`src/rtl/data_stream_mux.sv`:
```
// Time-division multiplexer that merges three streams onto one bus, advancing on symbol ticks.
// The mode input picks pass-through, two-stream alternation or three-stream rotation; each stream dwells D ticks.
module data_stream_mux #(
  parameter int unsigned DATA_W = 3,
  parameter int unsigned CNT_W  = 2
) (
  input  logic              clk,
  input  logic              rst_n,
  input  logic              symbol_clk,
  input  logic [CNT_W-1:0]  switch_clk_cycles,
  input  logic [DATA_W-1:0] DS1,
  input  logic [DATA_W-1:0] DS2,
  input  logic [DATA_W-1:0] DS3,
  input  logic [1:0]        mode,
  output logic [DATA_W-1:0] multiplexed_data
);

  localparam int unsigned CNT_W1 = CNT_W + 1;

  localparam logic [1:0] S1 = 2'd0;
  localparam logic [1:0] S2 = 2'd1;
  localparam logic [1:0] S3 = 2'd2;

  localparam logic [1:0] MODE_IDLE = 2'd0;
  localparam logic [1:0] MODE_ALT  = 2'd2;
  localparam logic [1:0] MODE_ROT  = 2'd3;

  logic              sym_q;
  logic              armed;
  logic [1:0]        mode_q;
  logic [1:0]        sel;
  logic [CNT_W-1:0]  cnt;

  logic              tick;
  logic [CNT_W-1:0]  dwell;
  logic [CNT_W1-1:0] cnt_inc;
  logic              dwell_done;
  logic [1:0]        sel_adv;
  logic [1:0]        sel_nxt;
  logic [CNT_W-1:0]  cnt_nxt;
  logic [1:0]        mode_q_nxt;
  logic [DATA_W-1:0] data_nxt;

  // A tick needs symbol_clk to have been genuinely sampled low since reset.
  always_comb begin
    tick       = symbol_clk & ~sym_q & armed;
    dwell      = (switch_clk_cycles == '0) ? CNT_W'(1) : switch_clk_cycles;
    cnt_inc    = {1'b0, cnt} + CNT_W1'(1);
    dwell_done = (cnt_inc >= {1'b0, dwell});
  end

  always_comb begin
    sel_adv = S1;
    case (mode_q)
      MODE_ALT: sel_adv = (sel == S1) ? S2 : S1;
      MODE_ROT: begin
        case (sel)
          S1:      sel_adv = S2;
          S2:      sel_adv = S3;
          default: sel_adv = S1;
        endcase
      end
      default:  sel_adv = S1;
    endcase
  end

  // Next-state: a mode change restarts the sequence and swallows any coincident tick.
  always_comb begin
    sel_nxt    = sel;
    cnt_nxt    = cnt;
    mode_q_nxt = mode_q;
    data_nxt   = multiplexed_data;
    if (mode != mode_q) begin
      mode_q_nxt = mode;
      sel_nxt    = S1;
      cnt_nxt    = '0;
    end else if (tick) begin
      case (sel)
        S2:      data_nxt = DS2;
        S3:      data_nxt = DS3;
        default: data_nxt = DS1;
      endcase
      if (mode_q == MODE_IDLE) data_nxt = '0;
      if (dwell_done) begin
        cnt_nxt = '0;
        sel_nxt = sel_adv;
      end else begin
        cnt_nxt = cnt_inc[CNT_W-1:0];
      end
    end
  end

  always_ff @(posedge clk) begin
    if (!rst_n) begin
      sym_q            <= 1'b0;
      armed            <= 1'b0;
      mode_q           <= MODE_IDLE;
      sel              <= S1;
      cnt              <= '0;
      multiplexed_data <= '0;
    end else begin
      sym_q            <= symbol_clk;
      armed            <= armed | ~symbol_clk;
      mode_q           <= mode_q_nxt;
      sel              <= sel_nxt;
      cnt              <= cnt_nxt;
      multiplexed_data <= data_nxt;
    end
  end

endmodule

```
`config.mk`:
```
export PLATFORM = sky130hd
export DESIGN_NAME = data_stream_mux
export DESIGN_NICKNAME = d
export VERILOG_FILES = /design/src/rtl/data_stream_mux.sv
export SDC_FILE = /design/constraint.sdc
export NUM_CORES = 1
export LEC_CHECK = 0
export BUFFER_PORTS_ARGS = -buffer_cell sky130_fd_sc_hd__buf_4
export CORE_AREA = 2 2 39 41
export CTS_CLUSTER_DIAMETER = 120
export DETAILED_ROUTE_END_ITERATION = 6
export DIE_AREA = 0 0 41 43
export PLACE_DENSITY = 0.84
export SYNTH_ARGS = -nofsm -noshare
export SYNTH_HDL_FRONTEND = slang
export SYNTH_SLANG_ARGS = --single-unit
```
`constraint.sdc`:
```
create_clock -name clk -period 4.78 [get_ports clk]
set_clock_uncertainty 0.05 [all_clocks]
set_input_delay 0.478 -clock clk [delete_from_list [all_inputs] [get_ports clk]]
set_output_delay 0.478 -clock clk [all_outputs]
set_load 0.1 [all_outputs]
```
# == Word level (Yosys, flattened, before mapping) ==
# Cells that the tools add are included.
# totals
ff_bits,11
in_bits,16
out_inout_bits,3
wordCells,33
# classes
n_addsub,1
n_lt_le_gt_ge,1
eq_ne,5
muxes,7
n_bitwise,7
n_reduce_logical,6
# op_table
cell,count
$pmux W2 S2,2
$eq A2 B2 Y1 const B,3
$logic_not A2 Y1,3
$pmux W3 S2,1
$mux W2,2
$not A1 Y1,4
$reduce_and A2 Y1,2
$add A2 B1 Y3 const B,1
$ge A3 B2 Y1,1
$mux W3,1
$and A1 B1 Y1,2
$eq A2 B1 Y1 const B,1
$ne A2 B2 Y1,1
$reduce_or A2 Y1,1
$mux W1,1
$or A1 B1 Y1,1

# == Logic depth before layout (Yosys ltp) ==
# depth
word_depth,4
mapped_depth,6
ltp_nobuf,6

# == Worst setup path after synthesis ==
# Ideal clock, no wire load.
# synth_timing
path_type,input -> register
start,input port switch_clk_cycles[1]
end,register sel[0]
t_arrival_ps,1605
required_ps,4663
path_slack_ps,3059
path_stages,5
n_path_buf,0
path_cell_list,inv_1 fa_1 a31oi_1 or3_1 a21oi_2
# synth_between
elab_chain_cells,4
# synth_lines
item,line,text
start: declaration,10,"input logic [CNT_W-1:0] switch_clk_cycles,"
$logic_not A2 Y1,47,dwell = (switch_clk_cycles == '0) ? CNT_W'(1) : switch_clk_cycles;
$mux W2 (*),47,
$ge A3 B2 Y1 (*),49,"dwell_done = (cnt_inc >= {1'b0, dwell});"
$reduce_and A2 Y1 (no source line) (*),n/a,
end signal: assignment,105,sel <= sel_nxt;
end: declaration,31,logic [1:0] sel;
# Mark *: on every way between the ends. The rest lies on a longest branch, timed or not.
# A chain may end at the register's enable or synchronous reset.

# == Final worst setup path ==
# layout_timing
start,register cnt[0]
end,register sel[0]
# layout_between
elab_chain_cells,3
# layout_lines
item,line,text
start: declaration,32,logic [CNT_W-1:0] cnt;
start signal: assignment,106,cnt <= cnt_nxt;
$add A2 B1 Y3,48,"cnt_inc = {1'b0, cnt} + CNT_W1'(1);"
$ge A3 B2 Y1,49,
$reduce_and A2 Y1 (no source line),n/a,
# No other way between the ends.

==> impl_metrics.toml <==
[placement]
port_buffers = 18
gp_congestion = 0.6182
dp_hpwl_mm = 1.007

[timing]
slew_headroom_pct = 72.57
fin_crit_ns = 1.728
grt_setup_unrepaired = "false"
fmax_ghz = 0.5789
fin_tns_setup_ns = 0
period_share_pct = 36.14
hold_violations = 0
tightestPinTransition_ns = 0.4095
maxSlewViolCount = 0
setup_viol = 0

[clocking]
cts_max_path_buffers = 2
htree_levels = 1
cts_resized = 0
cts_setup_buffers = 0
cts_num_sinks = 11
clk_latency_ns = 0.28
root_buffer = "clkbuf_4"
cts_tree = "done"
clk_pin_slew_worst_paths_ns = 0.08
hold_buffers = 0
numCtsBuffers = 3

[critical_path]
critPathLaunchType = "flip-flop"
cp.required_ns = 4.95
end_kind = "flip-flop"
cp.arrival_ns = 1.89
ff2ff_path_depth = 4
worstSetupPathType = "flip-flop to flip-flop"
worstPathMaxFanout = 6

[logic_synthesis]
synth_cell_type_count = 24
synthCells = 71
synth_area_leader_cell = "dfxtp_1"
syn-num-nets = 95
ys_seq_area_share_pct = 34.04
synth_top_area_share_pct = 34.04
ys_warn_count = 0
ys.flop_type = "dfxtp_1"
post-synth-top-count-cell = "dfxtp_1"
synth_commonest_cells = "dfxtp_1 (11), nand2_1 (10), ha_1 (7)"
async_reset_ff_share_pct = 0
synth_area_sq_um = 646.9
ys_ff_latch = 11
avgSynthCellArea_sq_um = 9.111
synth_edf_count = 0
synthTopCellsByArea = "dfxtp_1 (34%), ha_1 (14%), nand2_1 (5.8%), mux2i_1 (4.6%), a22oi_1 (4.6%)"

[floorplan]
die_area_sq_um = 1763
io_pins = 19
die_h_um = 43
start_util_pct = 46.75
die_width_um = 41
core-area_sq_um = 1384
row_count = 14

[pwr]
powerDensity_nw_per_um2 = 227.1
p_leak_nw = 0.3436
ir_worst_vdd_uv = 146.6
finalPower_uw = 187.6

[finish]
fillers = 126
layout.nets = 117
area_growth_pct = 27.66
drive_gt1_share_pct = 27.17
antenna_cells = 0

[global_routing]
grt_pass1_vias = 541
antenna_found_initial = 0
grt_overflow = 0
busiest_layer = "met2"
grt_max_degree = 10
use_met1_pct = 20.45
grtUsageTotal_pct = 18.23
grtUsageMet2_pct = 28.13
grt_pass1_wl_mm = 2.152
met3_usage_pct = 7.853

[route]
ant_nets = 0
firstDrtPassIters = 5
drtIter0Drc = 11
num_vias = 557
wl_per_cell_um = 12.00
drt-total-wl_mm = 1.296
via_per_inst = 5.157
drc = 0

[status]
outcome = "finished, final reports clean"

[hold_path]
hold_depth = 2
hp-class = "input pin to flip-flop"

[job]
maxCapViolCount = 0
where the power goes:
group | switching [mW] | leakage (nW) | internal [mW] | total [mW]
sequential | 0.00231 | 0.0898 | 0.0939 | 0.0962
combinational | 0.0116 | 0.236 | 0.0135 | 0.0252
clock | 0.0351 | 0.0177 | 0.0311 | 0.0662
total | 0.0491 | 0.344 | 0.139 | 0.188
cell usage in the layout, fill, tap and decap left out, types with 2 or more instances in the layout:
master,count
nand2b_1,2
a22oi_1,4
buf_4,18
a21oi_1,2
o21ai_0,2
xor2_1,2
nor2_1,4
dfxtp_1,11
ha_1,7
mux2i_1,3
clkbuf_4,3
o211ai_1,3
inv_1,6
or3_1,2
nand2_1,10
and2_1,3
sequential cells by signal, summed over array words and instances, names as in the netlist:
signal / count
armed: 1
cnt: 2
sel: 2
sym_q: 1
mode_q: 2
multiplexed_data: 3
worst paths after layout:
path	from	to	slack, ns
max	cnt[0]	sel[0]	3.05
min reg2reg	multiplexed_data[2]	multiplexed_data[2]	0.42
min	mode[1]	mode_q[1]	0.36
max reg2reg	cnt[0]	sel[0]	3.05
cell families (layout without fill, tap and decap cells):
| group | count (synthesis) | after routing | share of synthesized area (%) |
|---|---|---|---|
| xor gates and xnor gates | 2 | 2 | 2.708 |
| and+or+nand+nor | 24 | 24 | 20.31 |
| buffers and inverters | 7 | 28 | 4.061 |
| muxes | 4 | 4 | 6.383 |
| adders and majority gates | 8 | 8 | 16.63 |
| DFF | 11 | 11 | 34.04 |
| AOI/OAI and AO/OA | 15 | 15 | 15.86 |
through the flow:
| step | utilization [%] | setup slack, ns | std cells | area [sq um] | hold WS, ns |
|---|---|---|---|---|---|
| global placement | 57.69 | 2.928 | 104 | 798.3 | 0.3987 |
| global route | 59.67 | 2.956 | 108 | 825.8 | 0.3695 |
| CTS | 59.67 | 3.050 | 108 | 825.8 | 0.3483 |
| floorplan | - | 3.059 | 71 | 646.9 | 0.4161 |
| finish | 59.67 | 3.052 | 108 | 825.8 | 0.3574 |
| detailed placement | 57.69 | 2.892 | 104 | 798.3 | 0.3971 |
worst max-delay path, cell delays in order (launching register included):
cell and delay [ns]:
dfxtp_1 0.36, fa_1 0.55, a31oi_1 0.16, or3_1 0.40
a21oi_2 0.13
final cells by class:
cell class | instances | area (sq um) | share of cell area [%]
clock buffer | 3 | 22.52 | 2.727
clock inverter | 1 | 5.005 | 0.6061
inverter | 6 | 22.52 | 2.727
multi-input combinational | 53 | 400.4 | 48.48
sequential | 11 | 220.2 | 26.67
tap | 16 | 20.02 | 2.424
timing repair buffer | 18 | 135.1 | 16.36
metal layers:
metal	vias up	part of all wire [%]
met5	-	0
met4	0	2.2
met3	6	5.9
met2	22	48
met1	246	44
li1	283	-
Note: power is estimated with default switching activity, not from simulation.
